File: src/rtl/vga_pkg.sv
// rtl/vga_pkg.sv - shared VGA timing constants, coordinate type and range helper
//
// Default 640x480@60 timing, the totals and sync spans derived from it, and the
// coordinate width shared by the raster generator and the crosshair overlay.
// The DEF_ prefix keeps these names distinct from the per-instance parameters of
// vga_timing, so a wildcard import never shadows them.
package vga_pkg;

  localparam int COORD_W = 10;
  typedef logic [COORD_W-1:0] coord_t;

  localparam int DEF_H_ACTIVE = 640;
  localparam int DEF_H_FP     = 16;
  localparam int DEF_H_SYNC   = 96;
  localparam int DEF_H_BP     = 48;
  localparam int DEF_V_ACTIVE = 480;
  localparam int DEF_V_FP     = 10;
  localparam int DEF_V_SYNC   = 2;
  localparam int DEF_V_BP     = 33;
  localparam int DEF_CLK_DIV  = 2;

  localparam int H_TOTAL = DEF_H_ACTIVE + DEF_H_FP + DEF_H_SYNC + DEF_H_BP;
  localparam int V_TOTAL = DEF_V_ACTIVE + DEF_V_FP + DEF_V_SYNC + DEF_V_BP;

  localparam int H_SYNC_START = DEF_H_ACTIVE + DEF_H_FP;
  localparam int H_SYNC_END   = H_SYNC_START + DEF_H_SYNC - 1;
  localparam int V_SYNC_START = DEF_V_ACTIVE + DEF_V_FP;
  localparam int V_SYNC_END   = V_SYNC_START + DEF_V_SYNC - 1;

  // Inclusive range test on a coordinate.
  function automatic logic in_span(input coord_t v, input int lo, input int hi);
    return (int'(v) >= lo) && (int'(v) <= hi);
  endfunction

endpackage

File: src/rtl/pix_tick_gen.sv
// rtl/pix_tick_gen.sv - clock divider producing the one-clk pixel strobe
//
// Ports:
//   clk      in   system clock
//   rst      in   synchronous reset, active-high
//   pix_tick out  high for one clk every CLK_DIV clks (constantly high for CLK_DIV=1)
module pix_tick_gen #(
  parameter int CLK_DIV = 2
) (
  input  logic clk,
  input  logic rst,
  output logic pix_tick
);

  localparam int DIV_W = (CLK_DIV > 1) ? $clog2(CLK_DIV) : 1;
  localparam logic [DIV_W-1:0] DIV_LAST = DIV_W'(CLK_DIV - 1);

  logic [DIV_W-1:0] div_cnt_q;
  logic [DIV_W-1:0] div_cnt_d;

  always_comb begin
    div_cnt_d = div_cnt_q + 1'b1;
    if (div_cnt_q == DIV_LAST) begin
      div_cnt_d = '0;
    end
  end

  always_ff @(posedge clk) begin
    if (rst) begin
      div_cnt_q <= '0;
    end else begin
      div_cnt_q <= div_cnt_d;
    end
  end

  // With CLK_DIV=1 the counter is pinned at 0, which equals DIV_LAST.
  assign pix_tick = (div_cnt_q == DIV_LAST);

endmodule

File: src/rtl/vga_timing.sv
// rtl/vga_timing.sv - VGA raster counters with registered sync/active/frame decode
//
// Ports:
//   clk         in   system clock
//   rst         in   synchronous reset, active-high
//   pix_tick    out  one-clk pixel strobe
//   column      out  horizontal counter, 0..H_TOTAL-1 (raw, includes blanking)
//   row         out  vertical counter, 0..V_TOTAL-1 (raw, includes blanking)
//   hsync       out  horizontal sync, active low
//   vsync       out  vertical sync, active low
//   video_on    out  high inside the visible area
//   frame_start out  one-clk pulse when the raster has just wrapped to (0,0)
module vga_timing
  import vga_pkg::*;
#(
  parameter int H_ACTIVE = DEF_H_ACTIVE,
  parameter int H_FP     = DEF_H_FP,
  parameter int H_SYNC   = DEF_H_SYNC,
  parameter int H_BP     = DEF_H_BP,
  parameter int V_ACTIVE = DEF_V_ACTIVE,
  parameter int V_FP     = DEF_V_FP,
  parameter int V_SYNC   = DEF_V_SYNC,
  parameter int V_BP     = DEF_V_BP,
  parameter int CLK_DIV  = DEF_CLK_DIV
) (
  input  logic               clk,
  input  logic               rst,
  output logic               pix_tick,
  output logic [COORD_W-1:0] column,
  output logic [COORD_W-1:0] row,
  output logic               hsync,
  output logic               vsync,
  output logic               video_on,
  output logic               frame_start
);

  localparam int HT    = H_ACTIVE + H_FP + H_SYNC + H_BP;
  localparam int VT    = V_ACTIVE + V_FP + V_SYNC + V_BP;
  localparam int HS_LO = H_ACTIVE + H_FP;
  localparam int HS_HI = HS_LO + H_SYNC - 1;
  localparam int VS_LO = V_ACTIVE + V_FP;
  localparam int VS_HI = VS_LO + V_SYNC - 1;
  localparam coord_t COL_LAST = coord_t'(HT - 1);
  localparam coord_t ROW_LAST = coord_t'(VT - 1);

  coord_t column_q, column_d;
  coord_t row_q, row_d;
  logic   hsync_q, hsync_d;
  logic   vsync_q, vsync_d;
  logic   video_on_q, video_on_d;
  logic   frame_start_q, frame_start_d;

  pix_tick_gen #(
    .CLK_DIV (CLK_DIV)
  ) u_pix_tick_gen (
    .clk      (clk),
    .rst      (rst),
    .pix_tick (pix_tick)
  );

  always_comb begin
    column_d = column_q;
    row_d    = row_q;
    if (pix_tick) begin
      if (column_q == COL_LAST) begin
        column_d = '0;
        row_d    = (row_q == ROW_LAST) ? '0 : row_q + 1'b1;
      end else begin
        column_d = column_q + 1'b1;
      end
    end

    // Decoding the next-state counters lets the registered flags line up with
    // the row/column they describe instead of trailing them by one clk.
    hsync_d       = !in_span(column_d, HS_LO, HS_HI);
    vsync_d       = !in_span(row_d, VS_LO, VS_HI);
    video_on_d    = (int'(column_d) < H_ACTIVE) && (int'(row_d) < V_ACTIVE);
    frame_start_d = pix_tick && (column_q == COL_LAST) && (row_q == ROW_LAST);
  end

  always_ff @(posedge clk) begin
    if (rst) begin
      column_q      <= '0;
      row_q         <= '0;
      hsync_q       <= 1'b1;
      vsync_q       <= 1'b1;
      video_on_q    <= 1'b1;
      frame_start_q <= 1'b0;
    end else begin
      column_q      <= column_d;
      row_q         <= row_d;
      hsync_q       <= hsync_d;
      vsync_q       <= vsync_d;
      video_on_q    <= video_on_d;
      frame_start_q <= frame_start_d;
    end
  end

  assign column      = column_q;
  assign row         = row_q;
  assign hsync       = hsync_q;
  assign vsync       = vsync_q;
  assign video_on    = video_on_q;
  assign frame_start = frame_start_q;

endmodule

File: config.mk
export PLATFORM = sky130hd
export DESIGN_NAME = vga_timing
export DESIGN_NICKNAME = d
export VERILOG_FILES = /design/src/rtl/vga_pkg.sv /design/src/rtl/pix_tick_gen.sv /design/src/rtl/vga_timing.sv
export SDC_FILE = /design/constraint.sdc
export NUM_CORES = 1
export LEC_CHECK = 0
export ABC_CLOCK_PERIOD_IN_PS = 4000
export CORE_ASPECT_RATIO = 0.9
export CORE_MARGIN = 5
export CORE_UTILIZATION = 35
export DETAILED_ROUTE_END_ITERATION = 8
export MAX_ROUTING_LAYER = met4
export PLACE_DENSITY = 0.6
export SLEW_MARGIN = 10
export SYNTH_ARGS = -nofsm -noshare
export SYNTH_HDL_FRONTEND = slang
export SYNTH_HIERARCHICAL = 1
export SYNTH_SLANG_ARGS = --single-unit
export TNS_END_PERCENT = 30
File: constraint.sdc
create_clock -name clk -period 4 [get_ports clk]
set_clock_uncertainty 0.2 [all_clocks]
set_input_delay 0.4 -clock clk [delete_from_list [all_inputs] [get_ports clk]]
set_output_delay 0.4 -clock clk [all_outputs]
set_load 0.02 [all_outputs]
# Word level (Yosys, flattened, before mapping)
# Cells that the tools add are included.
[word_totals] output_inout_bits=25 wordCells=31 regBits=25 input_bits=2
[op_classes] order_cmp=6 n_mux=5 reduce_logical=8 n_addsub=3 n_eq_ne=2
[op_table] operator="10-bit two-way mux" count=5
[op_table] operator="10-bit by 1-bit adder with 10-bit output, second input constant" count=2
[op_table] operator="10-bit equality test, second input constant" count=2
[op_table] operator="10-bit >= comparator, second input constant" count=1
[op_table] operator="10-bit by 9-bit >= comparator with 1-bit output, second input constant" count=1
[op_table] operator="10-bit less-or-equal comparator, second input constant" count=1
[op_table] operator="10-bit by 9-bit less-or-equal comparator with 1-bit output, second input constant" count=1
[op_table] operator="10-bit < comparator, second input constant" count=1
[op_table] operator="10-bit by 9-bit < comparator with 1-bit output, second input constant" count=1
[op_table] operator="1-bit logical AND" count=5
[op_table] operator="1-bit zero test" count=2
[op_table] operator="2-bit OR reduction" count=1
[op_table] operator="1-bit adder, second input constant" count=1

# Depth between registers and ports, before layout
[logic_depth] word_depth=7 ltp_mapped=9 depth_no_buf=8

# Cells and area by module
# Netlist, hierarchy kept.
[by_module_without_submodules] module="vga_timing" n_inst=1 cells_per_inst=163 area_each_um2=1352.5 seq_area_each_um2=480.5
[by_module_without_submodules] module="pix_tick_gen" n_inst=1 cells_per_inst=2 area_each_um2=23.8 seq_area_each_um2=20.0

# Least setup slack after synthesis
# Ideal clock, no wire load.
[synth_timing] path_kind="register to register" from="register column_q[0] (netlist: column[0])" to="register vsync_q (netlist: vsync)" setup_time_ps=133 path_stages_with_launch=8 synth_period_minus_slack_ps=2147 arrival_ps=1814 path_buffers=0 setup_slack_ps=1853 required_ps=3667 path_cell_list="dfxtp_1 ha_1 and4_1 and4_1 nand4_1 xor2_1 nor4b_4 nand4_1"
[synth_via] elab_chain_cells=6 elab_cells_between_ends=7 classes_between="order compare (2); eq/ne (1); mux (2); reduce/logical (2)"
[synth_lines] element="start: declaration" line="vga_timing.sv:46" source="coord_t column_q, column_d;"
[synth_lines] element="start signal: assignment" line="vga_timing.sv:90" source="column_q <= column_d;"
[synth_lines] element="10-bit equality test (*)" line="vga_timing.sv:65" source="if (column_q == COL_LAST) begin"
[synth_lines] element="10-bit two-way mux (*)" line="vga_timing.sv:65"
[synth_lines] element="10-bit two-way mux (*)" line="vga_timing.sv:64" source="if (pix_tick) begin"
[synth_lines] element="10-bit by 9-bit >= comparator with 1-bit output / 10-bit by 9-bit less-or-equal comparator with 1-bit output (equally long branches)" line="vga_pkg.sv:32" source="return (int'(v) >= lo) && (int'(v) <= hi);"
[synth_lines] element="1-bit logical AND (*)" line="vga_pkg.sv:32"
[synth_lines] element="1-bit zero test (*)" line="vga_timing.sv:76" source="vsync_d = !in_span(row_d, VS_LO, VS_HI);"
[synth_lines] element="end signal: assignment" line="vga_timing.sv:93" source="vsync_q <= vsync_d;"
[synth_lines] element="end: declaration" line="vga_timing.sv:49" source="logic vsync_q, vsync_d;"
# Mark *: on every way between the ends. The rest lies on a longest branch, timed or not.
# A chain may end at the register's enable or synchronous reset.

# Final worst setup path
[layout_timing] from="register column_q[5] (netlist: column[5])" to="register vsync_q (netlist: vsync)"
# The elaborated chain is that of the path after synthesis.

==> flow_summary.toml <==
[place]
dp.cells = 231
dp_slack_ps = 1580
place.gp.congestion = 0.8939
io_buffers = 26
place_hpwl_um = 2709

[sta]
rsz0062_at_grt = "false"
fin_crit_sh = 0.6126
relSlewSlack = 0.5880
setup_ws_ps = 1549
fmax_mhz = 408.1
worstMarginPinSlew_ps = 612.4
drv_slew = 0
finalSetupViolations = 0
fin_setup_tns_ps = 0
finalHoldViolCount = 0
min_period_ps = 2451

[hold_path]
min-delay-start = "column[1]"
hp-class = "register to register"

[power]
power_frac_seq = 0.606
power_density_nw_per_um2 = 245.4
power_mw = 0.4194
p_leak_nw = 0.5678
vdd_drop_max_mv = 0.1670
netSwitchingFraction = 0.2148
power_frac_comb = 0.040
p_int_mw = 0.3293
clkPwrFrac = 0.353
p_sw_mw = 0.09009

[detailed_routing]
wl_per_cell_um = 15.34
ant_nets = 0
drc_errors = 0
first_iter_violations = 103
vias = 1308
dr.pass1.iters = 4
vias_per_cell = 5.566
drt-total-wl_um = 3604

[logic_synthesis]
syn_area_um2 = 1376
synthArstFlopShare = 0
ys_types = 37
yosys-top-cells-area = "dfxtp_1, nor2_1, nand2_1"
synth_top_area_frac = 0.3636
synth_edf_count = 0
synth_area_leader_cell = "dfxtp_1"
ys_seq_area_frac = 0.3636
synth_area_per_cell_um2 = 8.341
ys_warn_count = 6
ys.flop_type = "dfxtp_1"
synthTopCellsByCount = "dfxtp_1, nor2_1, nand2_1, a21oi_1"
synthCells = 165
synth_seq_cells = 25
synth_fp_nets = 170
synth_most_common_cell = "dfxtp_1"

[global_route]
grtUsageMet3 = 0.03377
grt_pass1_vias = 1242
busiest_layer = "met1"
gr-usage-met1 = 0.2055
antenna_found_initial = 0
use_met2 = 0.2034
grt_max_degree = 15
grt_pass1_wl_um = 6141
grt_overflow = 0
grt_usage = 0.1425

[worst_setup_path]
worst-setup-path-type = "register to register"
cp-end-kind = "register"
critPathLaunchType = "register"
cp-startpoint = "column[5]"
crit_arrival_ps = 2390
reg2reg_from = "column[5]"
crit_path_max_incr_delay_ps = 540
crit_path_max_fanout = 13
cp_slowest_cell = "and4_1"
required_ps = 3940
cp_cell_sequence = "nor4b_4 -> and4_1 -> nand4_1 -> xor2_1 -> nor4b_4 -> nand4_1"

[die]
dieArea_um2 = 5288
pin_count = 27
start_util = 0.3663
fp.dieH_um = 69.49
num_rows = 21
die_w_um = 76.10
core-area_um2 = 3757

[clock_tree]
cts_resized = 0
tritoncts = "built"
htree_num_levels = 1
clkSinkCount = 25
clk_latency_ps = 260
cts_hold_buf = 0
cts-buffers-inserted = 3
ctsRootBufferMaster = "clkbuf_8"
path_clk_slew_ps = 80
postCtsSetupBuffers = 0
cts.path.max_buffers = 2

[run_status]
run_status = "finished clean"

[cells_and_area]
fin_nets = 195
n_antenna_cell = 0
fin_cells = 235
fin_util = 0.4549
drive_above_1_share = 0.04233
area.growth.synth_to_final_pct = 24.18

[job]
drv_cap = 0
==> power by group through the flow <==
stage	logic, mW	clock network, mW	registers, mW
5_1_grt	0.0183	0.166	0.255
2_1_floorplan	0.00727	0	0.261
3_5_place_dp	0.0170	0	0.260
6_report	0.0169	0.148	0.254
3_3_place_gp	0.0165	0	0.260
4_1_cts	0.0171	0.155	0.254
==> layout by cell type, fill, tap and decap left out, types with 3 or more instances in the layout <==
cell / instances
nand2b_1: 4
nand3_1: 4
o21ai_0: 6
nor4_1: 3
nand4_1: 8
o31a_1: 3
clkdlybuf4s50_1: 26
nand2_1: 16
dfxtp_1: 25
xnor2_1: 3
ha_1: 3
inv_1: 3
nor3_1: 8
nor2_1: 20
nand3b_1: 3
a21oi_1: 10
and4_1: 4
clkbuf_8: 3
and2_1: 4
xor2_1: 6
and3_1: 3
==> worst paths after layout <==
kind,endpoint,slack (ps),cells after the start
max,vsync,1550,6
min,column[1],310,2
max reg2reg,vsync,1550,6
min reg2reg,column[1],310,2
==> cell families after synthesis <==
kind of cell    Yosys count  synth area share
flops                    25            0.3636
mux                       2           0.01455
fa+ha+maj                 3           0.02728
simple gates             85            0.3582
compound gates           30            0.1382
buf+inv                  11           0.04091
xor+xnor                  9           0.05728
==> through the flow <==
| stage | hold slack [ps] | cell area [µm²] |
|---|---|---|
| after detailed placement | 302.1 | 1664 |
| after CTS | 317.3 | 1709 |
| after floorplan | 266.7 | 1376 |
| after global routing | 346.7 | 1709 |
| final | 311.3 | 1709 |
| after global placement | 287.4 | 1664 |
==> worst max-delay path: cells and delay by family (launching register included) <==
| kind | cells | cell delay, ps |
|---|---|---|
| XOR/XNOR | 1 | 200 |
| flip-flops | 1 | 430 |
| AND/OR/NAND/NOR | 5 | 1490 |
==> registers in the layout (all words and copies together) (netlist names) <==
signal / count
row: 10
video_on: 1
vsync: 1
hsync: 1
column: 10
frame_start: 1
u_pix_tick_gen/pix_tick: 1
==> layer usage <==
layer / part of all wire / vias up
met5: 0 / -
met4: 0.0050 / 0
met3: 0.052 / 2
met2: 0.43 / 39
met1: 0.51 / 618
li1: - / 649
==> final cells by class <==
| class | count | area (µm²) |
|---|---|---|
| fillers | 374 | 2048 |
| clock buffers | 4 | 45.04 |
| inverters | 3 | 11.26 |
| well taps | 46 | 57.56 |
| flip-flops and latches | 25 | 500.5 |
| repair buffers | 28 | 275.3 |
| multi-input cells | 129 | 819.5 |
No activity file was read; power rests on OpenSTA's default activity.
